File: config.mk
export PLATFORM = sky130hd
export DESIGN_NAME = noc_output_arbiter
export DESIGN_NICKNAME = d
export VERILOG_FILES = /design/src/rtl/noc_output_arbiter.sv
export SDC_FILE = /design/constraint.sdc
export NUM_CORES = 1
export LEC_CHECK = 0
export ABC_CLOCK_PERIOD_IN_PS = 18500
export CORE_AREA = 2 2 66 68
export CTS_CLUSTER_DIAMETER = 40
export DETAILED_ROUTE_END_ITERATION = 10
export DIE_AREA = 0 0 68 70
export GPL_TIMING_DRIVEN = 0
export PLACE_DENSITY = 0.9
export SKIP_CTS_REPAIR_TIMING = 1
export SLEW_MARGIN = 20
export SYNTH_ARGS = -nofsm -noshare
export SYNTH_HDL_FRONTEND = slang
export SYNTH_SLANG_ARGS = --single-unit
File: constraint.sdc
create_clock -name clk -period 18.5 [get_ports clk]
set_input_delay 3.7 -clock clk [delete_from_list [all_inputs] [get_ports clk]]
set_output_delay 3.7 -clock clk [all_outputs]
set_load 0.01 [all_outputs]
File: src/rtl/noc_output_arbiter.sv
// ---------------------------------------------------------------------------
// noc_output_arbiter
//
// Switch allocator for one output port of a 5-port mesh router
// (north=0, south=1, west=2, east=3, local=4). It picks one input round-robin
// among the inputs whose front flit targets this output. It holds that input
// from a head flit through the matching tail flit (wormhole lock). It only
// lets a flit move when the downstream queue has room.
//
// Build option:
//   NOC_ARB_CREDIT_EN defined   : credit-counter flow control (credit_in used,
//                                 stop_in ignored)
//   NOC_ARB_CREDIT_EN undefined : stop/go flow control (stop_in used,
//                                 credit_in ignored, credits tied to 0)
//
// Ports:
//   clk        clock
//   rst        synchronous active-high reset
//   request    per input: front flit valid and routed here
//   req_head   per input: front flit is a head flit
//   req_tail   per input: front flit is a tail flit
//   stop_in    downstream not ready (stop/go build)
//   credit_in  downstream freed one slot (credit build)
//   grant      one-hot selected input, or 0
//   fire       selected input's flit transfers this cycle
//   locked     output held by an in-flight multi-flit packet
//   credits    current credit count (0 in the stop/go build)
// ---------------------------------------------------------------------------
module noc_output_arbiter #(
   parameter int         OutputPort     = 0,
   parameter logic [4:0] PortsEnable    = 5'b11111,
   parameter int         PortQueueDepth = 4,
   localparam int        CreditW        = $clog2(PortQueueDepth + 1)
) (
   input  logic               clk,
   input  logic               rst,
   input  logic [4:0]         request,
   input  logic [4:0]         req_head,
   input  logic [4:0]         req_tail,
   input  logic               stop_in,
   input  logic               credit_in,
   output logic [4:0]         grant,
   output logic               fire,
   output logic               locked,
   output logic [CreditW-1:0] credits
);

   typedef enum logic {
      IDLE,
      LOCKED
   } state_e;

   state_e     state_q, state_d;
   logic [2:0] owner_q, owner_d;
   logic [2:0] rr_ptr_q, rr_ptr_d;

   logic [4:0] eligible;
   logic [4:0] owner_oh;
   logic [4:0] win_oh;
   logic [2:0] winner;
   logic       found;
   logic       space;

   // Downstream space: either a credit counter or the inverted stop signal.
   // The input that is not needed goes to an unused sink.
`ifdef NOC_ARB_CREDIT_EN
   logic [CreditW-1:0] credits_q, credits_d;
   logic               unused_stop;

   assign space       = (credits_q != '0);
   assign credits     = credits_q;
   assign unused_stop = stop_in;
`else
   logic unused_credit;

   assign space         = !stop_in;
   assign credits       = '0;
   assign unused_credit = credit_in;
`endif

   // An input may compete only if it is enabled. Its flit also must not turn
   // back out the port it came in on.
   always_comb begin
      eligible = '0;
      owner_oh = '0;
      for (int i = 0; i < 5; i++) begin
         eligible[i] = request[i] & PortsEnable[i] & (i != OutputPort);
         owner_oh[i] = (owner_q == 3'(i));
      end
   end

   // Round-robin search from rr_ptr upward, modulo 5. Only head flits can
   // open a new packet. A body or tail flit seen while idle breaks the
   // protocol and is never granted.
   always_comb begin
      found  = 1'b0;
      winner = 3'd0;
      for (int k = 0; k < 5; k++) begin
         if (!found && eligible[(int'(rr_ptr_q) + k) % 5]
                    && req_head[(int'(rr_ptr_q) + k) % 5]) begin
            found  = 1'b1;
            winner = 3'((int'(rr_ptr_q) + k) % 5);
         end
      end
      win_oh = 5'b00001 << winner;
   end

   // Next-state and output logic. While reset is high all outputs are forced
   // quiet. The registers are then reloaded on the next clock edge.
   always_comb begin
      state_d  = state_q;
      owner_d  = owner_q;
      rr_ptr_d = rr_ptr_q;
      grant    = '0;
      fire     = 1'b0;
      if (!rst) begin
         case (state_q)
            IDLE: begin
               if (found) begin
                  grant = win_oh;
                  fire  = space;
                  if (space) begin
                     rr_ptr_d = (winner == 3'd4) ? 3'd0 : winner + 3'd1;
                     if (!(|(req_tail & win_oh))) begin
                        owner_d = winner;
                        state_d = LOCKED;
                     end
                  end
               end
            end
            LOCKED: begin
               grant = owner_oh;
               fire  = (|(request & owner_oh)) & space;
               if (fire && (|(req_tail & owner_oh))) begin
                  state_d = IDLE;
               end
            end
            default: begin
               state_d = IDLE;
            end
         endcase
      end
   end

   assign locked = (state_q == LOCKED) && !rst;

   // State registers for the arbiter FSM and the round-robin pointer.
   always_ff @(posedge clk) begin
      if (rst) begin
         state_q  <= IDLE;
         owner_q  <= 3'd0;
         rr_ptr_q <= 3'd0;
      end else begin
         state_q  <= state_d;
         owner_q  <= owner_d;
         rr_ptr_q <= rr_ptr_d;
      end
   end

`ifdef NOC_ARB_CREDIT_EN
   // A transfer uses one credit and a returned slot gives one back. When both
   // happen in the same cycle they cancel. A credit that arrives while the
   // counter is already full is dropped.
   always_comb begin
      credits_d = credits_q;
      if (fire && !credit_in) begin
         credits_d = credits_q - CreditW'(1);
      end else if (credit_in && !fire
                   && (credits_q != CreditW'(PortQueueDepth))) begin
         credits_d = credits_q + CreditW'(1);
      end
   end

   // Credit counter register. It starts full, matching an empty downstream
   // queue.
   always_ff @(posedge clk) begin
      if (rst) begin
         credits_q <= CreditW'(PortQueueDepth);
      end else begin
         credits_q <= credits_d;
      end
   end
`endif

endmodule

# == Yosys cells after proc, flatten, opt, wreduce, memory -nomap -nowiden ==
# Cells that the tools add are included.
# classes
n_div,5
eq_ne,5
n_shift,1
n_lt_le_gt_ge,5
n_bitwise,7
n_mux,52
n_addsub,5
reduce_logical,23
# ops
cell,n
$lt 32x5->1 const B,5
$mod 32x4->32 const B,4
$mod 4x4->32 const B,1
$mux 1,31
$bmux 1 s3,10
$mux 3,6
$and 5x5->5,3
$reduce_or 5->1,3
$logic_and 1x1->1,11
$mux 5,2
$pmux 5 s2,1
$add 3x2->4 const B,2
$eq 3x2->1 const B,2
$eq 3x3->1 const B,2
$logic_not 1->1,6
$shl 1x3->5 const A,1
$add 3x1->4 const B,1
$add 3x3->4 const B,1
$pmux 1 s2,2
$reduce_and 4->1,1
$add 3x1->3 const B,1
$eq 3x1->1 const B,1
$logic_not 3->1,1
$not 1->1,3
2 further kinds,2
# word_totals
output_inout_bits,10
word_cells,106
inputBits,19
ff_bits,7

# == Longest topological paths before layout ==
# Gate-level depths: netlist of the first run.
# depth
depth_word,29
depth_mapped,27
mapped_depth_nobuf,25

# == Worst setup path after synthesis of the first run ==
# Ideal clock, no wire load.
# synth_timing
path_type,input to output
start,input port request[3]
end,output port grant[3]
arrival_ns,5.907
required_ns,14.800
setup_slack_ns,8.893
path_buffers,1
stages,11
cell_sequence,and2_1 > mux2i_1 > a211oi_2 > nor2_1 > a32o_1 > o32a_1 > o211a_1 > buf_6 > ha_1 > ha_1 > a32o_1
# synth_via
elab_chain_cells,25
word_cells_on_any_way,42
classes_between,shift: 1; mux: 28; reduce/logical: 13
# synth_rtl
element,line,rtl
from (decl),37,"input logic [4:0] request,"
$bmux 1 s3,99,if (!found && eligible[(int'(rr_ptr_q) + k) % 5]
$mux 1 (implied by the code) (2 in series),99,
$logic_and 1x1->1,100,&& req_head[(int'(rr_ptr_q) + k) % 5]) begin
$mux 1,99,
$logic_not 1->1,99,
$logic_and 1x1->1,99,
$logic_and 1x1->1,100,
$mux 1,99,
(+8 left out),-,
$logic_not 1->1,99,
$logic_and 1x1->1,99,
$logic_and 1x1->1,100,
$mux 3,99,
$shl 1x3->5,105,win_oh = 5'b00001 << winner;
$mux 5 *,119,if (found) begin
$pmux 5 s2 *,117,case (state_q)
$mux 5 *,116,if (!rst) begin
to (decl),42,"output logic [4:0] grant,"
# Mark *: on every way between the ends. The rest lies on a longest branch, timed or not. The select of a mux whose other input is x is not followed.

# == Final worst setup path of the first run ==
# layout_timing
start,input port request[2]
end,output port grant[4]
# Same word-level chain as after synthesis.

==> results of run 1 <==
## area by class of cell
type	instances	share of cell area (%)
Multi-Input combinational cell	255	75.2
Timing Repair Buffer	23	9.10
Sequential cell	7	5.54
Buffer	14	3.36
Tap cell	52	2.57
Inverter	16	2.37
Clock buffer	3	1.63
Clock inverter	1	0.198
## state kept, by name, summed over array words and instances, names as in the netlist
signal and count:
owner_q 3, rr_ptr_q 3, state_q 1
## routing by layer
| metal | global-route usage [%] | up-vias |
|---|---|---|
| li1 | - | 1162 |
| met1 | 29.6 | 1079 |
| met2 | 41.6 | 87 |
| met3 | 2.09 | 17 |
| met4 | 10.9 | 0 |
| met5 | 0 | - |
## metrics by stage
step           total power (uW)  setup WS [ns]
2_1_floorplan               279           8.89
3_3_place_gp                342           7.66
3_5_place_dp                351           7.64
4_1_cts                     377           7.61
5_1_grt                     414           7.41
6_report                    381           7.58
## worst min path at each step
stage	startpoint	endpoint	slack, ns	depth (start not counted)
detailed placement	state_q	state_q	0.52	2
floorplan	state_q	state_q	0.48	2
global placement	state_q	state_q	0.51	2
finish	state_q	state_q	0.53	2
CTS	state_q	state_q	0.52	2
global route	state_q	state_q	0.56	2
## logic make-up after synthesis
| family | synth area share, % |
|---|---|
| AO/OA/AOI/OAI | 31.1 |
| other | 0.172 |
| buffers and inverters | 6.65 |
| AND/OR/NAND/NOR | 29.9 |
| adder cells (fa/ha/maj) | 12.6 |
| XOR/XNOR | 3.56 |
| flip-flops | 6.42 |
| multiplexers | 9.58 |
## Yosys cell counts, types with 4 or more instances
cell type,instances,area share (%)
a21oi_1,18,4.1
a31oi_1,5,1.4
a32o_1,5,2.3
and2_1,7,2.0
buf_2,5,1.1
clkbuf_1,4,0.69
dfxtp_1,7,6.4
ha_1,22,13
inv_1,15,2.6
mux2i_1,16,7.3
nand2_1,17,2.9
nand2b_1,9,2.6
nand3_1,6,1.4
nand3b_1,8,2.8
nor2_1,21,3.6
nor2b_1,6,1.7
nor3_1,11,2.5
nor4_1,4,1.1
o21a_1,4,1.4
o21ai_0,7,1.6
o31ai_1,5,1.7
or3_1,8,2.3
xnor2_1,5,2.0
## worst min-delay path, cell delays in order, from the launching register on
cell	delay (ns)
dfxtp_1	0.33
o31ai_1	0.08
a21oi_1	0.07
## power by group through the flow
stage	Combinational (uW)	Sequential (uW)	Clock (uW)
after CTS	329	25.4	22.9
after global routing	363	26.6	23.7
after detailed placement	326	25.6	0
final	332	25.8	23.1
after floorplan	256	23.6	0
after global placement	317	25.5	0
==> flow_summary.json, run 1 <==
{
  "synth_cells": 290,
  "cp-startpoint": "request[2]",
  "cts_buffer_depth": 2,
  "place.gp.congestion": 0.949,
  "fin_skew_ns": 0.00633,
  "yosys_register_bits": 7,
  "grt_pass1_vias": 2144,
  "synth_area_sq_um": 2180,
  "post_drt_wl_per_cell_um": 15.4,
  "vias_per_cell": 6.32,
  "cpPeakStageDelay_ns": 0.54,
  "min_period_ns": 10.92,
  "cp.depth": 14,
  "clk_latency_ns": 0.24,
  "fillCellCount": 387,
  "dieArea_sq_um": 4760,
  "ant_nets": 0,
  "internal_power_uw": 175,
  "sw_frac_of_total_pct": 53.9,
  "die_h_um": 70,
  "max_freq_mhz": 91.6,
  "cts.clk_slew.worst_paths_ns": 0.05,
  "critical_path.top_delay_family": "compound AO/OA/AOI/OAI gates",
  "root_buffer": "clkbuf_8",
  "dr_wl_met3_um": 259,
  "cts_max_level": 1,
  "cts_buffers": 3,
  "hp-class": "register to register",
  "synth_edf_count": 0,
  "endpoint": "grant[4]",
  "post-route-period-util_pct": 59.0,
  "place_inst": 367,
  "drt-met1-wl_mm": 2.42,
  "synth_top_flop_cell": "dfxtp_1",
  "coreArea_sq_um": 4140,
  "grt_max_degree": 12,
  "io_buffers": 23,
  "r2r-end": "owner_q[2]",
  "synthToLayoutAreaGrowth_pct": 16.0,
  "hpwl_mm": 4.49,
  "ios": 29,
  "std_cell_rows": 24,
  "die_x_um": 68,
  "r2r_cells": 27,
  "r2r-start": "rr_ptr_q[0]",
  "critPathCaptureType": "primary output",
  "required_ns": 14.80,
  "finalNonFillerCells": 371,
  "top_layer_used": "met4",
  "reg2reg_setup_slack_ns": 11.63,
  "grt_usage_pct": 24.2,
  "totalWireLength_mm": 5.70,
  "p_seq_share_pct": 6.8,
  "dpl_cell_area_sq_um": 2480,
  "stdcell_area_sq_um": 2530,
  "finalMaxSlewViolations": 0,
  "setup_viol": 0,
  "final_util_pct": 61.1,
  "power_switching_uw": 205,
  "seq_area_sq_um": 140,
  "worst_slew_pin_slew_ns": 0.557,
  "holdWs_ns": 0.530,
  "worst-setup-path-type": "primary input to primary output",
  "p_per_area_nw_per_um2": 150,
  "async_reset_ff_share_pct": 0,
  "outcome": "finished, final reports clean",
  "dr_wl_met2_mm": 2.87,
  "worstPathCellList": "clkdlybuf4s50_1, and2_1, mux2i_1, a211oi_2, nor2_1, a32o_1, o32a_1, o211a_1, buf_6, inv_1, ha_1, and2_1, a32o_1, clkdlybuf4s50_1",
  "drtIter0Drc": 138,
  "critical_path_buf_inv_count": 4,
  "grt.overflow.total": 0,
  "p_comb_share_pct": 87.2,
  "cap_viol_max_count": 0,
  "worstPathMaxFanout": 8,
  "tns_ns": 0,
  "worstSetupStartpointType": "primary input",
  "n_antenna_cell": 0,
  "layout_commonest_cell": "clkdlybuf4s50_1",
  "drc": 0,
  "multi_input_area_sq_um": 1900,
  "tritoncts": "built",
  "synth_seq_area_share_pct": 6.42,
  "hold_viol_final": 0,
  "slowest_stage": "clkdlybuf4s50_1",
  "layout_common_cells": "clkdlybuf4s50_1, ha_1, nor2_1, a21oi_1, nand2_1",
  "layout-drive-gt1-share_pct": 9.72,
  "p_leak_uw": 0.00107,
  "start_util_pct": 52.7,
  "ir_drop_uv": 105,
  "grt_pass1_wl_mm": 9.28,
  "layout.nets": 361,
  "rsz0062_at_grt": "no",
  "critPathArrivalTime_ns": 7.22,
  "yosys_warnings": 0,
  "antenna_found_initial": 0,
  "first_pass_iters": 4,
  "synth_cell_type_count": 74,
  "slew_headroom_pct": 62.5,
  "clock_power_share_pct": 6.1,
  "avgSynthCellArea_sq_um": 7.52,
  "cts_sinks": 7,
  "vias": 2345
}
No activity file was read; power rests on OpenSTA's default activity.
==> run 2, diff against run 1 <==
- ABC_CLOCK_PERIOD_IN_PS: 18500 -> 10790
- clock period: 18.5 -> 10.79 ns (I/O delays scaled with it)
==> results of run 2 <==
The final DEF is identical to that of run 1. Status: finished, final reports clean.
Main changes from that run: setup slack after placement 7.64 ns -> 2.52 ns; setup slack after layout 7.58 ns -> 2.13 ns; start point of the critical path request[2] -> rr_ptr_q[0]; end point of the critical path grant[4] -> grant[3]; register-to-register setup slack 11.63 ns -> 3.92 ns; total power 381 uW -> 653 uW; worst IR drop on VDD 105 uV -> 180 uV
